$ cat config.mk
export PLATFORM = sky130hd
export DESIGN_NAME = run_ctrl_flat
export DESIGN_NICKNAME = d
export VERILOG_FILES = /design/src/rtl/run_ctrl_if.sv /design/src/rtl/run_ctrl.sv /design/src/flat_wrapper.sv
export SDC_FILE = /design/constraint.sdc
export NUM_CORES = 1
export LEC_CHECK = 0
export ABC_AREA = 1
export CAP_MARGIN = 20
export CORE_AREA = 3 3 126 128
export DETAILED_ROUTE_END_ITERATION = 8
export DIE_AREA = 0 0 129 131
export HOLD_SLACK_MARGIN = 0.03
export PLACE_DENSITY_LB_ADDON = 0.3
export SLEW_MARGIN = 25
export SYNTH_ARGS = -nofsm -noshare
export SYNTH_HDL_FRONTEND = slang
export SYNTH_SLANG_ARGS = --single-unit
$ cat constraint.sdc
create_clock -name clk -period 4.3 [get_ports clk]
set_input_delay 1.29 -clock clk [delete_from_list [all_inputs] [get_ports clk]]
set_output_delay 1.29 -clock clk [all_outputs]
set_load 0.02 [all_outputs]
$ cat src/rtl/run_ctrl_if.sv
// Host/core side bundle of the run controller: run commands, core status and run results.
interface run_ctrl_if #(
   parameter int unsigned CNT_W  = 32,
   parameter int unsigned ADDR_W = 16,
   parameter int unsigned NUM_BP = 2
);
   logic                     start;
   logic [1:0]               mode;
   logic [CNT_W-1:0]         run_len;
   logic                     step;
   logic                     abort;
   logic                     halt;
   logic                     icycle;
   logic [ADDR_W-1:0]        pc;
   logic [NUM_BP*ADDR_W-1:0] bp_addr;
   logic [NUM_BP-1:0]        bp_en;
   logic                     cpu_en;
   logic                     busy;
   logic                     done;
   logic [2:0]               stop_cause;
   logic [CNT_W-1:0]         cycle_cnt;
   logic [CNT_W-1:0]         instr_cnt;

   // controller side
   modport slave (
      input  start, mode, run_len, step, abort, halt, icycle, pc, bp_addr, bp_en,
      output cpu_en, busy, done, stop_cause, cycle_cnt, instr_cnt
   );

   // host/bench side
   modport master (
      output start, mode, run_len, step, abort, halt, icycle, pc, bp_addr, bp_en,
      input  cpu_en, busy, done, stop_cause, cycle_cnt, instr_cnt
   );
endinterface

$ cat src/rtl/run_ctrl.sv
// Run controller: gates the core clock-enable for free run, single step,
// run-N-cycles and run-N-instructions, with PC breakpoints and a cycle watchdog.
module run_ctrl #(
   parameter int unsigned CNT_W      = 32,
   parameter int unsigned ADDR_W     = 16,
   parameter int unsigned NUM_BP     = 2,
   parameter int unsigned MAX_CYCLES = 10
) (
   input  logic       clk,
   input  logic       reset,
   run_ctrl_if.slave  bus
);

   localparam logic [2:0] ST_IDLE      = 3'd0;
   localparam logic [2:0] ST_RUN       = 3'd1;
   localparam logic [2:0] ST_STEP_WAIT = 3'd2;
   localparam logic [2:0] ST_STEP_EXEC = 3'd3;
   localparam logic [2:0] ST_DONE      = 3'd4;

   localparam logic [2:0] C_NONE  = 3'd0;
   localparam logic [2:0] C_ABORT = 3'd1;
   localparam logic [2:0] C_HALT  = 3'd2;
   localparam logic [2:0] C_BP    = 3'd3;
   localparam logic [2:0] C_COUNT = 3'd4;
   localparam logic [2:0] C_TOUT  = 3'd5;

   logic [2:0]       state, state_nxt;
   logic [1:0]       mode_q, mode_nxt;
   logic [CNT_W-1:0] len_q, len_nxt;
   logic [2:0]       cause_q, cause_nxt;
   logic             first_q, first_nxt;
   logic             cpu_en_q, busy_q, done_q;
   logic [CNT_W-1:0] cycle_cnt_q, instr_cnt_q;
   logic             clr_cnt;
   logic             bp_hit;
   logic [2:0]       stop_c;

   // Stop cause for the current enabled cycle, highest priority first
   always_comb begin
      bp_hit = 1'b0;
      stop_c = C_NONE;
      for (int unsigned i = 0; i < NUM_BP; i++) begin
         if (bus.bp_en[i] && (bus.pc == bus.bp_addr[i*ADDR_W +: ADDR_W])) bp_hit = 1'b1;
      end
      if (bus.abort)
         stop_c = C_ABORT;
      else if (bus.halt)
         stop_c = C_HALT;
      else if (state == ST_RUN && bus.icycle && bp_hit)
         stop_c = C_BP;
      else if (state == ST_RUN &&
               ((mode_q == 2'b10 && (cycle_cnt_q + CNT_W'(1)) == len_q) ||
                (mode_q == 2'b11 && bus.icycle && (instr_cnt_q + CNT_W'(1)) == len_q)))
         stop_c = C_COUNT;
      else if (MAX_CYCLES != 0 && (cycle_cnt_q + CNT_W'(1)) == CNT_W'(MAX_CYCLES))
         stop_c = C_TOUT;
   end

   // Next-state and latched run parameters
   always_comb begin
      state_nxt = state;
      mode_nxt  = mode_q;
      len_nxt   = len_q;
      cause_nxt = cause_q;
      first_nxt = first_q;
      clr_cnt   = 1'b0;
      case (state)
         ST_IDLE: begin
            if (bus.start) begin
               clr_cnt   = 1'b1;
               cause_nxt = C_NONE;
               mode_nxt  = bus.mode;
               len_nxt   = bus.run_len;
               if (bus.mode == 2'b01) begin
                  state_nxt = ST_STEP_WAIT;
               end else if (bus.mode[1] && bus.run_len == '0) begin
                  state_nxt = ST_DONE;
                  cause_nxt = C_COUNT;
               end else begin
                  state_nxt = ST_RUN;
               end
            end
         end
         ST_RUN: begin
            if (stop_c != C_NONE) begin
               state_nxt = ST_DONE;
               cause_nxt = stop_c;
            end
         end
         ST_STEP_WAIT: begin
            if (bus.abort) begin
               state_nxt = ST_DONE;
               cause_nxt = C_ABORT;
            end else if (bus.step) begin
               state_nxt = ST_STEP_EXEC;
               first_nxt = 1'b1;
            end
         end
         ST_STEP_EXEC: begin
            first_nxt = 1'b0;
            if (stop_c != C_NONE) begin
               state_nxt = ST_DONE;
               cause_nxt = stop_c;
            end else if (!first_q && bus.icycle) begin
               state_nxt = ST_STEP_WAIT;
            end
         end
         ST_DONE: state_nxt = ST_IDLE;
         default: state_nxt = ST_IDLE;
      endcase
   end

   // State, registered outputs and saturating counters
   always_ff @(posedge clk or negedge reset) begin
      if (!reset) begin
         state       <= ST_IDLE;
         mode_q      <= 2'b00;
         len_q       <= '0;
         cause_q     <= C_NONE;
         first_q     <= 1'b0;
         cpu_en_q    <= 1'b0;
         busy_q      <= 1'b0;
         done_q      <= 1'b0;
         cycle_cnt_q <= '0;
         instr_cnt_q <= '0;
      end else begin
         state    <= state_nxt;
         mode_q   <= mode_nxt;
         len_q    <= len_nxt;
         cause_q  <= cause_nxt;
         first_q  <= first_nxt;
         cpu_en_q <= (state_nxt == ST_RUN) || (state_nxt == ST_STEP_EXEC);
         busy_q   <= (state_nxt != ST_IDLE);
         done_q   <= (state_nxt == ST_DONE);
         if (clr_cnt) begin
            cycle_cnt_q <= '0;
            instr_cnt_q <= '0;
         end else if (cpu_en_q) begin
            if (cycle_cnt_q != '1) cycle_cnt_q <= cycle_cnt_q + CNT_W'(1);
            if (bus.icycle && instr_cnt_q != '1) instr_cnt_q <= instr_cnt_q + CNT_W'(1);
         end
      end
   end

   assign bus.cpu_en     = cpu_en_q;
   assign bus.busy       = busy_q;
   assign bus.done       = done_q;
   assign bus.stop_cause = cause_q;
   assign bus.cycle_cnt  = cycle_cnt_q;
   assign bus.instr_cnt  = instr_cnt_q;

endmodule

$ cat src/flat_wrapper.sv
// flat-port wrapper written by rule: the top's interface ports become plain ports
module run_ctrl_flat 
#(
   parameter int unsigned CNT_W      = 32,
   parameter int unsigned ADDR_W     = 16,
   parameter int unsigned NUM_BP     = 2,
   parameter int unsigned MAX_CYCLES = 10
)
  (clk, reset, bus_start, bus_mode, bus_run_len, bus_step, bus_abort, bus_halt, bus_icycle, bus_pc, bus_bp_addr, bus_bp_en, bus_cpu_en, bus_busy, bus_done, bus_stop_cause, bus_cycle_cnt, bus_instr_cnt);
  run_ctrl_if #(.CNT_W(CNT_W), .ADDR_W(ADDR_W), .NUM_BP(NUM_BP)) bus_i ();
  input  logic clk;
  input  logic reset;
  input wire logic [$bits(bus_i.start)-1:0] bus_start;
  input wire logic [$bits(bus_i.mode)-1:0] bus_mode;
  input wire logic [$bits(bus_i.run_len)-1:0] bus_run_len;
  input wire logic [$bits(bus_i.step)-1:0] bus_step;
  input wire logic [$bits(bus_i.abort)-1:0] bus_abort;
  input wire logic [$bits(bus_i.halt)-1:0] bus_halt;
  input wire logic [$bits(bus_i.icycle)-1:0] bus_icycle;
  input wire logic [$bits(bus_i.pc)-1:0] bus_pc;
  input wire logic [$bits(bus_i.bp_addr)-1:0] bus_bp_addr;
  input wire logic [$bits(bus_i.bp_en)-1:0] bus_bp_en;
  output wire logic [$bits(bus_i.cpu_en)-1:0] bus_cpu_en;
  output wire logic [$bits(bus_i.busy)-1:0] bus_busy;
  output wire logic [$bits(bus_i.done)-1:0] bus_done;
  output wire logic [$bits(bus_i.stop_cause)-1:0] bus_stop_cause;
  output wire logic [$bits(bus_i.cycle_cnt)-1:0] bus_cycle_cnt;
  output wire logic [$bits(bus_i.instr_cnt)-1:0] bus_instr_cnt;
  assign bus_i.start = bus_start;
  assign bus_i.mode = bus_mode;
  assign bus_i.run_len = bus_run_len;
  assign bus_i.step = bus_step;
  assign bus_i.abort = bus_abort;
  assign bus_i.halt = bus_halt;
  assign bus_i.icycle = bus_icycle;
  assign bus_i.pc = bus_pc;
  assign bus_i.bp_addr = bus_bp_addr;
  assign bus_i.bp_en = bus_bp_en;
  assign bus_cpu_en = bus_i.cpu_en;
  assign bus_busy = bus_i.busy;
  assign bus_done = bus_i.done;
  assign bus_stop_cause = bus_i.stop_cause;
  assign bus_cycle_cnt = bus_i.cycle_cnt;
  assign bus_instr_cnt = bus_i.instr_cnt;
  run_ctrl #(.CNT_W(CNT_W), .ADDR_W(ADDR_W), .NUM_BP(NUM_BP), .MAX_CYCLES(MAX_CYCLES)) u_core (.clk(clk), .reset(reset), .bus(bus_i));
endmodule
==> reports/summary.md <==
Clock tree synthesis selected as its root buffer the cell clkbuf_16. Dividing total power by cell area gives a power density of 377 mW/mm². Launching element type of the critical path: a flip-flop.

Clock-pin slew was measured on the worst setup and hold paths at 80 ps. Summed over all failing endpoints, the final setup total negative slack is 0 ps. For the pin with the worst max-slew slack, the measured transition is 858 ps. Clock latency on the worst-skew pair, taken at its later pin, is 370 ps. Setup repair after global routing left no endpoint under its margin. Hold repair after CTS inserted 0 buffers. The floorplan has 45 rows. The H-tree depth reported by CTS is 3, and the count of max-cap constraint violations is 0.

Summing every instance area after synthesis gives 0.00832 mm². The via count is 9,664, and the detail-routed net length per standard cell is 17.1 µm. The data arrival time of the worst path was 3620 ps. The clock drives 108 sinks.

The share of Yosys cell area claimed by the top area cell type came out at 0.325. Gates resized during post-CTS repair numbered 0. Mean post-synth cell area: 6.18 µm². For the power share of the combinational group, the log shows 0.409. Global routing finished with a remaining overflow of 0. After floorplanning, the core was sized to cover 0.0150 mm².

The die is 129 µm wide. Most instantiated flip-flop cell in the synthesis netlist: dfrtp_1. At the end of routability-driven placement, the weighted congestion stood at 1.00. For the proportion of power drawn by flip-flops and latches, the log shows 0.377.

Class of the tightest hold or removal check: flip-flop to flip-flop. The tools report the number of global-route vias before repair as 8,756. The number of max-slew violations in the final report was 0. The number of antenna diodes in the final layout is 0. The starting density of the core is 0.556, and the synthesis-to-layout area growth is 25.5%.

The fraction of final layout cells with drive strength greater than 1 is 0.0430. Once placement finished, the instance area stood at 0.0102 mm². Switching share of power: 0.439.

STA puts the critical path data required time at 4560 ps. In this design, the stage delay of the slowest critical-path cell is 680 ps. The tools report the detailed placement HPWL as 23,400 µm.

For the area of the die, the log shows 0.0169 mm². Largest net degree at the start of global routing: 63. After detailed routing, the number of vias per cell comes to 5.68. The critical path goes through ha_1 > nand2_1 > nor2_4 > nand2_4 > nor2_8 > nand4_1 > nand3_1 > inv_1 > nor2_1 > buf_4 > clkinv_1 > o21ai_0. Once detail routing completed, the nets flagged for antenna violations numbered 0. The run gives 0 as the initial antenna violation count. Post-CTS timing repair inserted 0 buffers for setup.

The clock group share of total power is 0.214, and the setup violation total in the final timing report is 0. The post-route fraction of the period consumed by the critical path is 0.783. The run gives 0 as the number of failing hold endpoints at the final stage. The logs give 1,189 for the starting DRC count in detailed routing and 1.73 mW for the net switching power of the design. The leakage power of the design is 4.75 nW, and the post-synthesis sequential area ratio is 0.325. Yosys synthesis warning count: 0. Counting along the longest clock path gives a buffer depth of 2.

The tools report the area of all placed cells without fillers as 0.0104 mm². Of all nets on the critical path, the largest fanout is 26. The slowest cell on the critical path was clkinv_1. The floorplan die height is 131 µm, and the length in cells of the worst reg-to-reg path is 12.

The run finished with clean final reports. The worst-case vdd ir drop came out at 0.269 mV. The type of the setup path with the least slack was flip-flop to flip-flop. The number of buffers created by CTS was 9; the number of flops mapped to enable cells by yosys was 0. For the final database, setup skew stands at 6.22 ps. Combined global-route utilization of all metal layers: 0.345. Cell internal power was estimated by the tool at 2.21 mW. The worst hold path was traced through 2 stages.

After detailed routing, the number of remaining DRC violations is 0. Wires add up to 29,100 µm. Synthesis inferred 108 register bits. dfrtp_1 takes more of the synthesized area than any other cell.

For the overall power after layout, the log shows 3.94 mW. STA classifies the critical path endpoint as a flip-flop. In this run the count of I/O pins placed on the die edge is 161. TritonCTS built the clock tree.

Counting every instance in the synthesized netlist gives 1,348. Derived from the worst setup path, the maximum achievable clock frequency is 0.297 GHz. The final critical delay including setup and external delays works out to 3370 ps. The logs give 45,400 µm for the global-route wire length before repair and 6 for the number of iterations in the first detailed-routing pass.

Counting every net in the synthesized netlist gives 1,442. Final net count: 1,601. The run gives 0.698 as the final core area utilization.

The relative slew slack was 0.425; the number of distinct library cells after synthesis was 40. During placement, the flow inserted port buffers numbering 160. Proportion of register bits with asynchronous set or reset after synthesis: 1.00.

Yosys attributes the largest share of cell area to dfrtp_1 (32%), nand2_1 (22%), nand3_1 (8.6%).
[critical path: cells and delay by family (launching register included)]
family | cells | cell delay (ps)
adder cells (fa/ha/maj) | 1 | 290
AND/OR/NAND/NOR | 7 | 1030
buffers and inverters | 3 | 940
AO/OA/AOI/OAI | 1 | 470
flip-flops | 1 | 510
[layer usage]
layer,vias up,part of all wire,track usage
met5,-,0,0
met4,0,0.035,0.116
met3,81,0.097,0.0484
met2,537,0.45,0.540
met1,4389,0.42,0.495
li1,4657,-,-
[sequential cells by signal (all words and copies together), names as in the netlist]
| name | cells |
|---|---|
| u_core.len_q | 32 |
| u_core.bus.busy | 1 |
| u_core.mode_q | 2 |
| u_core.first_q | 1 |
| u_core.bus.stop_cause | 3 |
| u_core.state | 3 |
| u_core.bus.cycle_cnt | 32 |
| u_core.bus.cpu_en | 1 |
| u_core.bus.done | 1 |
| u_core.bus.instr_cnt | 32 |
[kinds of logic after synthesis]
| group | Yosys count | share of synthesized area |
|---|---|---|
| and+or+nand+nor | 891 | 0.465 |
| DFF | 108 | 0.325 |
| AOI/OAI and AO/OA | 120 | 0.0827 |
| xor gates and xnor gates | 22 | 0.0316 |
| adders and majority gates | 3 | 0.00451 |
| buffers and inverters | 204 | 0.0920 |
[cells in the final DEF, fill, tap and decap left out, types with 3 or more instances in the layout]
cell type,count
nor3_1,13
clkbuf_16,9
nand2_1,484
nand2_2,9
clkinv_4,3
a21oi_1,6
nand3_1,143
buf_4,5
xor2_1,15
o21ai_1,4
nor2_4,8
nor2_2,10
clkdlybuf4s50_1,159
or2_2,6
o22ai_1,54
nor4_1,11
nand3b_1,3
o21bai_1,3
or4_1,4
ha_1,3
o21ai_0,48
nor2_1,163
nand4_1,24
dfrtp_1,108
inv_1,181
inv_2,3
xnor3_1,4
[layout make-up]
type / count / area (µm²)
Inverter: 186 / 698
Clock inverter: 7 / 61.3
Fill cell: 1343 / 4530
Multi-Input combinational cell: 1036 / 4860
Timing Repair Buffer: 166 / 1670
Sequential cell: 108 / 2700
Clock buffer: 9 / 225
Tap cell: 188 / 235
[worst paths after layout]
path	start	end	slack, ps
min	u_core.mode_q[0]$_DFFE_PN0P_	u_core.mode_q[0]$_DFFE_PN0P_	490
min reg2reg	u_core.mode_q[0]$_DFFE_PN0P_	u_core.mode_q[0]$_DFFE_PN0P_	490
max reg2reg	u_core.bus.instr_cnt[0]$_DFFE_PN0P_	u_core.bus.instr_cnt[6]$_DFFE_PN0P_	930
min in group asynchronous	reset	u_core.bus.cycle_cnt[2]$_DFFE_PN0P_	1020
max	u_core.bus.instr_cnt[0]$_DFFE_PN0P_	u_core.bus.instr_cnt[6]$_DFFE_PN0P_	930
max in group asynchronous	reset	u_core.bus.instr_cnt[24]$_DFFE_PN0P_	2540
[through the flow]
stage	hold WS (ps)	worst slack, ps	cells
after global placement	471	821	1684
after floorplan	453	1520	1348
after detailed placement	475	784	1684
final	491	934	1700
after CTS	494	1040	1700
after global routing	534	756	1700
[cells in the mapped netlist, types with 3 or more instances]
cell type / instances
nand3b_1: 3
dfrtp_1: 108
nor2_2: 10
ha_1: 3
nor3_1: 13
nand4_1: 24
xor2_1: 15
nand2_1: 484
or4_1: 4
nand3_1: 143
xnor3_1: 4
inv_1: 181
o21ai_1: 4
nand2_2: 9
a21oi_1: 6
o21bai_1: 3
nor2_1: 163
clkbuf_1: 16
o22ai_1: 54
nor4_1: 11
inv_2: 3
nor2_4: 8
o21ai_0: 48
or2_2: 6
[power groups by stage]
stage | Sequential, mW | Combinational (mW) | Clock, mW
after floorplan | 1.41 | 0.986 | 0
after global placement | 1.48 | 1.55 | 0
after detailed placement | 1.49 | 1.56 | 0
after CTS | 1.47 | 1.58 | 0.835
after global routing | 1.51 | 1.78 | 0.874
final | 1.48 | 1.61 | 0.843
No activity file was read; power rests on OpenSTA's default activity.
